### src/rtl/lcd_reader_pkg.sv
// Shared LCD interface definitions: FSM state encoding, default bus timing and
// a counter-width helper used by the reader and its timer.
package lcd_reader_pkg;

  typedef enum logic [2:0] {
    StIdle,
    StSetup,
    StEnable,
    StHold,
    StDone
  } lcd_state_e;

  localparam int unsigned LCD_T_SETUP  = 3;
  localparam int unsigned LCD_T_EHIGH  = 12;
  localparam int unsigned LCD_T_HOLD   = 12;
  localparam int unsigned LCD_POLL_MAX = 4000;

  // Bits needed to hold values 0..v inclusive, never less than one.
  function automatic int unsigned cnt_width(input int unsigned v);
    return (v == 0) ? 1 : $clog2(v + 1);
  endfunction

endpackage

### src/rtl/lcd_timer.sv
// Loadable down-counter; o_tc is high while the count sits at zero.
module lcd_timer #(
  parameter int unsigned W = 8
) (
  input  logic         clk,
  input  logic         resetn,
  input  logic         i_load,
  input  logic [W-1:0] i_load_val,
  output logic         o_tc
);

  logic [W-1:0] r_count;

  always_ff @(posedge clk or posedge resetn) begin
    if (resetn) begin
      r_count <= '0;
    end else if (i_load) begin
      r_count <= i_load_val;
    end else if (r_count != '0) begin
      r_count <= r_count - W'(1);
    end
  end

  assign o_tc = (r_count == '0);

endmodule

### src/rtl/lcd_reader.sv
// HD44780-style bus reader: single byte reads or busy-flag polling with exact
// E pulse timing. resetn is an active-high asynchronous reset.
module lcd_reader
  import lcd_reader_pkg::*;
#(
  parameter int unsigned T_SETUP  = LCD_T_SETUP,
  parameter int unsigned T_EHIGH  = LCD_T_EHIGH,
  parameter int unsigned T_HOLD   = LCD_T_HOLD,
  parameter int unsigned POLL_MAX = LCD_POLL_MAX
) (
  input  logic       clk,
  input  logic       resetn,
  input  logic       req,
  input  logic       rs_sel,
  input  logic       poll,
  output logic [7:0] rdata,
  output logic       bf,
  output logic [6:0] addr,
  output logic       valid,
  output logic       timeout,
  output logic       busy,
  output logic       lcde,
  output logic       lcdrs,
  output logic       lcdrw,
  input  logic [7:0] lcddata_in,
  output logic       lcddata_oe
);

  localparam int unsigned TW = cnt_width(T_SETUP + T_EHIGH + T_HOLD);
  localparam int unsigned CW = cnt_width(POLL_MAX);

  localparam logic [TW-1:0] SetupLd  = TW'(T_SETUP - 1);
  localparam logic [TW-1:0] EhighLd  = TW'(T_EHIGH - 1);
  localparam logic [TW-1:0] HoldLd   = TW'(T_HOLD - 1);
  localparam logic [CW-1:0] PollMaxC = CW'(POLL_MAX);

  lcd_state_e    r_state;
  logic          r_poll;
  logic [CW-1:0] r_cnt;
  logic [7:0]    r_rdata;
  logic          r_bf;
  logic [6:0]    r_addr;
  logic          r_valid;
  logic          r_timeout;
  logic          r_busy;
  logic          r_lcde;
  logic          r_lcdrs;
  logic          r_lcdrw;
  logic          r_oe;

  logic          w_tc;
  logic          w_load;
  logic [TW-1:0] w_load_val;
  logic          w_poll_more;

  // r_rdata already holds the byte sampled at the end of ENABLE while in HOLD.
  assign w_poll_more = r_poll && r_rdata[7] && (r_cnt < PollMaxC);

  always_comb begin
    w_load     = 1'b0;
    w_load_val = '0;
    unique case (r_state)
      StIdle: begin
        if (req) begin
          w_load     = 1'b1;
          w_load_val = SetupLd;
        end
      end
      StSetup: begin
        if (w_tc) begin
          w_load     = 1'b1;
          w_load_val = EhighLd;
        end
      end
      StEnable: begin
        if (w_tc) begin
          w_load     = 1'b1;
          w_load_val = HoldLd;
        end
      end
      StHold: begin
        if (w_tc && w_poll_more) begin
          w_load     = 1'b1;
          w_load_val = SetupLd;
        end
      end
      default: ;
    endcase
  end

  lcd_timer #(
    .W (TW)
  ) u_timer (
    .clk        (clk),
    .resetn     (resetn),
    .i_load     (w_load),
    .i_load_val (w_load_val),
    .o_tc       (w_tc)
  );

  always_ff @(posedge clk or posedge resetn) begin
    if (resetn) begin
      r_state   <= StIdle;
      r_poll    <= 1'b0;
      r_cnt     <= '0;
      r_rdata   <= '0;
      r_bf      <= 1'b0;
      r_addr    <= '0;
      r_valid   <= 1'b0;
      r_timeout <= 1'b0;
      r_busy    <= 1'b0;
      r_lcde    <= 1'b0;
      r_lcdrs   <= 1'b0;
      r_lcdrw   <= 1'b0;
      r_oe      <= 1'b1;
    end else begin
      r_valid   <= 1'b0;
      r_timeout <= 1'b0;
      unique case (r_state)
        StIdle: begin
          if (req) begin
            r_state <= StSetup;
            // A poll request on the data register degenerates to one read.
            r_poll  <= poll && !rs_sel;
            r_cnt   <= '0;
            r_busy  <= 1'b1;
            r_lcdrs <= rs_sel;
            r_lcdrw <= 1'b1;
            r_oe    <= 1'b0;
          end
        end
        StSetup: begin
          if (w_tc) begin
            r_state <= StEnable;
            r_lcde  <= 1'b1;
          end
        end
        StEnable: begin
          if (w_tc) begin
            r_state <= StHold;
            r_lcde  <= 1'b0;
            r_rdata <= lcddata_in;
            if (!r_lcdrs) begin
              r_bf   <= lcddata_in[7];
              r_addr <= lcddata_in[6:0];
            end
            if (r_cnt != '1) begin
              r_cnt <= r_cnt + CW'(1);
            end
          end
        end
        StHold: begin
          if (w_tc) begin
            if (w_poll_more) begin
              r_state <= StSetup;
            end else begin
              r_state <= StDone;
              if (r_poll && r_rdata[7]) begin
                r_timeout <= 1'b1;
              end else begin
                r_valid <= 1'b1;
              end
            end
          end
        end
        StDone: begin
          r_state <= StIdle;
          r_busy  <= 1'b0;
          r_lcdrs <= 1'b0;
          r_lcdrw <= 1'b0;
          r_oe    <= 1'b1;
        end
        default: r_state <= StIdle;
      endcase
    end
  end

  assign rdata      = r_rdata;
  assign bf         = r_bf;
  assign addr       = r_addr;
  assign valid      = r_valid;
  assign timeout    = r_timeout;
  assign busy       = r_busy;
  assign lcde       = r_lcde;
  assign lcdrs      = r_lcdrs;
  assign lcdrw      = r_lcdrw;
  assign lcddata_oe = r_oe;

endmodule

### config.mk
export PLATFORM = sky130hd
export DESIGN_NAME = lcd_reader
export DESIGN_NICKNAME = d
export VERILOG_FILES = /design/src/rtl/lcd_reader_pkg.sv /design/src/rtl/lcd_timer.sv /design/src/rtl/lcd_reader.sv
export SDC_FILE = /design/constraint.sdc
export NUM_CORES = 1
export LEC_CHECK = 0
export ABC_AREA = 1
export CAP_MARGIN = 20
export CORE_MARGIN = 2
export CORE_UTILIZATION = 23
export CTS_BUF_LIST = sky130_fd_sc_hd__clkbuf_16
export DETAILED_ROUTE_END_ITERATION = 7
export GPL_ROUTABILITY_DRIVEN = 0
export PLACE_DENSITY_LB_ADDON = 0.08
export RECOVER_POWER = 100
export SYNTH_ARGS = -nofsm -noshare
export SYNTH_HDL_FRONTEND = slang
export SYNTH_SLANG_ARGS = --single-unit
### constraint.sdc
create_clock -name clk -period 3.7 [get_ports clk]
set_input_delay 1.11 -clock clk [delete_from_list [all_inputs] [get_ports clk]]
set_output_delay 1.11 -clock clk [all_outputs]
set_load 0.02 [all_outputs]
; ---- After elaboration in Yosys (flattened, before gate mapping)
; Cells that the tools add are included.
[op_classes]
n_lt_le_gt_ge = 1
bitwise = 1
n_eq_ne = 10
mux = 37
reduce_logical = 20
addsub = 2
[op_table]
columns = cell, count
row1 = $mux W12, 3
row2 = $pmux W12 S2, 1
row3 = $mux W1, 16
row4 = $mux W3, 5
row5 = $add A12 B1 Y12 const B, 1
row6 = $lt A12 B12 Y1 const B, 1
row7 = $ne A12 B12 Y1 const B, 1
row8 = $pmux W3 S4, 1
row9 = $pmux W4 S3, 1
row10 = $mux W5, 2
row11 = $ne A2 B2 Y1 const B, 5
row12 = $pmux W1 S2, 4
row13 = $reduce_and A4 Y1, 2
row14 = $reduce_bool A2 Y1, 4
row15 = $eq A3 B2 Y1 const B, 2
row16 = $reduce_and A2 Y1, 3
row17 = $reduce_and A3 Y1, 2
row18 = $logic_not A5 Y1, 1
row19 = $reduce_bool A5 Y1, 1
row20 = $sub A5 B1 Y5 const B, 1
row21 = $logic_and A1 B1 Y1, 4
row22 = $mux W2, 2
row23 = $mux W4, 1
row24 = $eq A3 B1 Y1 const B, 1
row25 = 6 further kinds, 6
[word_totals]
ff_bits = 43
output_inout_bits = 23
in_bits = 13
elab_cells = 84

; ---- Logic depth before layout (Yosys ltp)
; Gate-level depths: netlist of run 1.
[depth]
depth_word = 6
depth_mapped = 13
depth_no_buf = 11

; ---- Hierarchy
; From an unflattened synthesis of run 1, not the netlist that was laid out.
[unflattened]
cells_unflattened = 279
area_unflattened_um2 = 2259.7
[modules_own_cells]
columns = mod, n_inst, area_per_inst_um2, cells_each, seq_area_each_um2
row1 = lcd_reader, 1, 1965.6, 239, 952.2
row2 = lcd_timer, 1, 294.0, 40, 125.1

; ---- Worst setup path before layout of run 1
; OpenSTA, ideal clock, no wires.
[synth_timing]
kind = in2reg
start = input req
end = register r_cnt[5]
n_path_buf = 1
required_ns = 3.626
cell_stages = 8
path_slack_ns = 1.908
arrival_time_ns = 1.718
setup_ns = 0.074
path_cell_list = o21ai_0 > inv_1 > nand2_2 > nor2_4 > inv_2 > buf_6 > nand2_1 > o21ai_2
[synth_via]
elab_chain_len = 2
[synth_lines]
columns = element, line
row1 = "start, declared", lcd_reader.sv:13  ; input logic req,
row2 = $ne A2 B2 Y1 (no source line), --
row3 = $reduce_and A4 Y1 (no source line), --
row4 = "end signal, assigned", lcd_reader.sv:148  ; r_cnt <= r_cnt + CW'(1);
row5 = "end, declared", lcd_reader.sv:39  ; logic [CW-1:0] r_cnt;
; No other way between the ends.
; A chain may end at the register's enable or synchronous reset.

; ---- Final worst setup path of run 1
; Ends and elaborated chain as after synthesis.

==> results_dict.tcl, run 1 <==
set metrics [dict create \
    synthCells 278 \
    syn_nets 294 \
    finalPower_uw 1870 \
    arrival_ns 3.04 \
    hold_buffers 0 \
    hold_end "lcddata_oe" \
    grt_pass1_wl_um 8750 \
    path_cells "dlygate4sd3_1 -> o21ai_0 -> inv_1 -> nand2_2 -> nor2_1 -> inv_1 -> nand2_1 -> o21ai_0" \
    cts_repair_resize_count 0 \
    rr_startpoint "u_timer.r_count[0]" \
    drt_iter0_markers 77 \
    synthesis.area_per_instance_um2 7.86 \
    vias 1797 \
    critPathMaxStageDelay_ns 0.58 \
    grt_max_degree 19 \
    htreeDepth 2 \
    synth_cell_types 27 \
    multi_input_area_um2 886 \
    hold_depth 2 \
    die_w_um 101 \
    fillCellCount 1018 \
    io_buffers 35 \
    finalSetupTns_ns 0 \
    design_area_um2 2810 \
    power_density_nw_per_um2 665 \
    cp_max_fo 14 \
    vdd_drop_max_mv 0.205 \
    grt_pass1_vias 1766 \
    grt_setup_unrepaired "false" \
    cts_tree "done" \
    cp-start-kind "input port" \
    remaining_drc_errors 0 \
    setup_ws_ns 0.811 \
    drt-total-wl_um 5230 \
    max_slew.worst_pin.slew_ns 0.998 \
    path_depth 8 \
    gr-total-overflow 0 \
    die_h_um 101 \
    antenna_found_initial 0 \
    timing.rr.end "r_cnt[5]" \
    reg2reg_depth 11 \
    cts-root-buf "clkbuf_16" \
    status "complete, no violations" \
    path_clk_slew_ns 0.06 \
    cp_num_buf_inv 3 \
    fin_crit_sh_pct 78.1 \
    clock_latency_ns 0.28 \
    period_needed_ns 2.89 \
    post-cts-setup-buffers 0 \
    power.leakage_uw 0.00129 \
    setup_viol 0 \
    cts_buffers 5 \
    core_um2 9240 \
    cap_violations 0 \
    yosysSeqAreaShare_pct 49.3 \
    hp-class "reg -> reg" \
    r2r_slack_ns 1.11 \
    area_growth_pct 28.7 \
    drive_gt1_share_pct 4.73 \
    layout.nets 332 \
    max_freq_mhz 346 \
    io_pins 36 \
    ant_nets 0 \
    fin_skew_ns 0.00307 \
    synth_warnings 0 \
    die_area_um2 10300 \
    dpl_cell_area_um2 2660 \
    end_kind "flip-flop" \
    dr.pass1.iters 4 \
    diodes 0 \
    maxSlewHeadroom_pct 33.5 \
    viasPerCell 4.03 \
    hp-start "lcddata_oe" \
    required_ns 3.85 \
    cts.sink_count 43 \
    ys_seq_elements 43 \
    start_util_pct 23.7 \
    cts_max_path_buffers 2 \
    finalMaxSlewViolations 0 \
    regArea_um2 1080 \
    hpwl_um 3860 \
    critical_path.top_delay_family "buffers and inverters" \
    syn-cell-area_um2 2190 \
    hold_viol 0 \
    fin_util_pct 30.5 \
    wl_per_cell_um 11.7 \
    track_usage_pct 11.0 \
    slowest_stage "dlygate4sd3_1" \
    crit_type "in -> reg" \
    fp-row-count 35 \
    place_ws_ns 1.13 \
]
[stage by stage]
stage / hold WS, ns / cells
detailed placement: 0.458 / 438
CTS: 0.468 / 446
floorplan: 0.459 / 278
global route: 0.501 / 446
global placement: 0.456 / 438
finish: 0.463 / 446
[cell usage after synthesis (all sizes together)]
cell,count,area [um2]
nand2,84,323
dfrtp,42,1050
inv,38,143
nor2,32,140
o21ai,28,151
nand3,22,110
buf,6,53.8
nand4,6,37.5
xor2,4,35.0
ha,3,37.5
a21oi,2,10.0
nand3b,2,15.0
nor3,2,10.0
or2,2,12.5
a211oi,1,7.51
dfstp,1,26.3
o211ai,1,7.51
o21a,1,7.51
o31ai,1,7.51
[per-layer routing]
metal | vias to the layer above | part of all wire (%) | track usage (%) | wire length (um)
met5 | - | 0 | 0 | 0
met4 | 0 | 0.84 | 3.43 | 44
met3 | 4 | 3.6 | 2.35 | 188
met2 | 34 | 43 | 17.4 | 2260
met1 | 806 | 52 | 15.1 | 2730
li1 | 953 | - | - | -
[cell type report]
cell class | instances | share of cell area [%]
inverters | 38 | 5.07
multi-input cells | 191 | 31.5
well taps | 129 | 5.74
flip-flops and latches | 43 | 38.3
clock inverters | 3 | 2.27
repair buffers | 37 | 12.7
clock buffers | 5 | 4.45
[state kept, by name, indices dropped and copies added (netlist names)]
name             count
rdata                8
timeout              1
lcddata_oe           1
r_state              3
lcdrw                1
valid                1
r_cnt               12
addr                 7
lcdrs                1
bf                   1
lcde                 1
u_timer.r_count      5
r_poll               1
[how the worst max path moves through the flow]
stage	from	endpoint
CTS	lcddata_oe	lcddata_oe
detailed placement	req	r_cnt[5]
floorplan	resetn	addr[0]
finish	req	r_cnt[5]
global route	req	r_cnt[8]
global placement	req	r_cnt[7]
[layout by cell type, fill, tap and decap left out, types with 3 or more instances in the layout]
cell type         n
nand2_1          83
dfrtp_1          42
inv_1            37
nor2_1           30
o21ai_0          25
dlygate4sd3_1    25
nand3_1          22
clkdlybuf4s50_1  10
nand4_1           6
clkbuf_16         5
xor2_1            4
o21ai_1           3
ha_1              3
[power breakdown]
group | internal [uW] | switching, uW | leakage (uW) | total (uW)
Combinational | 237 | 403 | 0.000692 | 640
Clock | 385 | 188 | 0.0000952 | 572
Sequential | 583 | 77.0 | 0.000503 | 660
[worst reg2reg max path: stages (launching register included)]
cell     delay [ns]
dfrtp_1        0.38
inv_1          0.13
ha_1           0.16
inv_1          0.03
nor2_1         0.11
nand2_1        0.27
nand2_1        0.18
nand2_2        0.05
nor2_1         0.53
inv_1          0.40
nand2_1        0.13
o21ai_0        0.09
[logic make-up (layout without fill, tap and decap cells)]
group,after synthesis,count (layout),share of synthesized area [%]
and+or+nand+nor,150,150,29.7
DFF,43,43,49.3
buffers and inverters,44,83,8.99
adders and majority gates,3,3,1.72
AOI/OAI and AO/OA,34,34,8.76
xor gates and xnor gates,4,4,1.60
Power figures use the tool's default switching activity.
==> inputs of run 2 (changes only) <==
- clock period: 3.7 -> 2.7 ns (I/O delays scaled with it)
==> results_dict.tcl, run 2 (synthesis gave the netlist of run 1 again) <==
set metrics [dict create \
    fin_skew_ns 0.00501 \
    vdd_drop_max_mv 0.257 \
    core_um2 9240 \
    cts_tree "done" \
    crit_type "reg -> out" \
    use_met2_pct 15.9 \
    arrival_ns 1.47 \
    layout.nets 332 \
    path_cells "dlygate4sd3_1" \
    final_common_cell "nand2_1" \
    ant_nets 0 \
    io_pins 36 \
    setup_viol 0 \
    hp-class "reg -> reg" \
    seqPwrFrac_pct 38.2 \
    viasPerCell 4.05 \
    max_slew.worst_pin.slew_ns 0.873 \
    cts_buffers 5 \
    period_needed_ns 2.28 \
    diodes 0 \
    top_usage_layer "met2" \
    power_density_nw_per_um2 849 \
    mostFrequentLayoutCells "nand2_1 (84), dfrtp_1 (42), inv_1 (38), nor2_1 (29)" \
    hold_buffers 0 \
    post-cts-setup-buffers 0 \
    use_met3_pct 2.42 \
    fin_util_pct 30.1 \
    swShare_pct 37.9 \
    required_ns 1.89 \
    largest_reg_flops 12 \
    path_clk_slew_ns 0.06 \
    hpwl_um 3730 \
    track_usage_pct 10.6 \
    grt_pass1_vias 1754 \
    critPathMaxStageDelay_ns 0.66 \
    cts.sink_count 43 \
    area_growth_pct 27.4 \
    fin_crit_sh_pct 84.5 \
    grt_setup_unrepaired "false" \
    finalPower_uw 2360 \
    top_register "r_cnt" \
    wl_per_cell_um 11.3 \
    cp_num_buf_inv 1 \
    grt_pass1_wl_um 8520 \
    cts-root-buf "clkbuf_16" \
    remaining_drc_errors 0 \
    hold_viol 0 \
    p_comb_share_pct 37.4 \
    vias 1807 \
    die_h_um 101 \
    power.leakage_uw 0.00128 \
    cts_max_path_buffers 2 \
    p_clk_share_pct 24.4 \
    htreeDepth 2 \
    cap_violations 0 \
    dr.pass1.iters 4 \
    cp-start-kind "flip-flop" \
    max_freq_mhz 438 \
    grt_max_degree 24 \
    cts_repair_resize_count 0 \
    fp-row-count 35 \
    gr-total-overflow 0 \
    netSwitchingPower_uw 897 \
    io_buffers 35 \
    use_met1_pct 14.8 \
    finalSetupTns_ns 0 \
    slowest_stage "dlygate4sd3_1" \
    die_w_um 101 \
    critical_path.top_delay_family "buffers and inverters" \
    status "complete, no violations" \
    end_kind "output port" \
    antenna_found_initial 0 \
    finalMaxSlewViolations 0 \
    die_area_um2 10300 \
    start_util_pct 23.7 \
    maxSlewHeadroom_pct 41.7 \
    cp_max_fo 2 \
    drive_gt1_share_pct 4.73 \
    drt_iter0_markers 52 \
    clock_latency_ns 0.28 \
    intPower_uw 1470 \
    drt-total-wl_um 5060 \
]
==> run 2: power by group through the flow <==
stage	Sequential, uW	Combinational (uW)	Clock, uW
2_1_floorplan	1010	550	0
5_1_grt	924	1020	629
3_3_place_gp	923	965	0
3_5_place_dp	920	965	0
6_report	903	884	576
4_1_cts	909	969	605
==> run 2: routing by layer <==
layer	vias up	wire length, um
met3	4	174
met5	-	0
met1	824	2650
met4	0	65
met2	31	2170
li1	948	-
==> run 2: cell type report <==
cell class | count | area (um2)
Tap cell | 129 | 161
Clock inverter | 3 | 12.5
Multi-Input combinational cell | 191 | 891
Timing Repair Buffer | 37 | 374
Sequential cell | 43 | 1080
Clock buffer | 5 | 125
Fill cell | 998 | 6460
Inverter | 38 | 143
==> run 2: per-stage QoR <==
step	hold WS, ns	instance area, um2	setup WS, ns	instances
2_1_floorplan	0.459	2190	0.889	278
3_3_place_gp	0.456	2670	0.595	438
3_5_place_dp	0.459	2670	0.588	438
4_1_cts	0.469	2810	0.470	446
5_1_grt	0.493	2780	0.318	446
6_report	0.462	2780	0.418	446
==> run 2: worst paths after layout <==
check | cells past startpoint | from | endpoint | slack (ns)
worst max register to register | 11 | u_timer.r_count[0] | r_cnt[0] | 0.68
worst min register to register | 2 | lcddata_oe | lcddata_oe | 0.46
min in group asynchronous | 2 | resetn | rdata[0] | 1.15
worst max-delay path | 1 | lcddata_oe | lcddata_oe | 0.42
worst min-delay path | 2 | lcddata_oe | lcddata_oe | 0.46
max in group asynchronous | 3 | resetn | lcddata_oe | 0.85
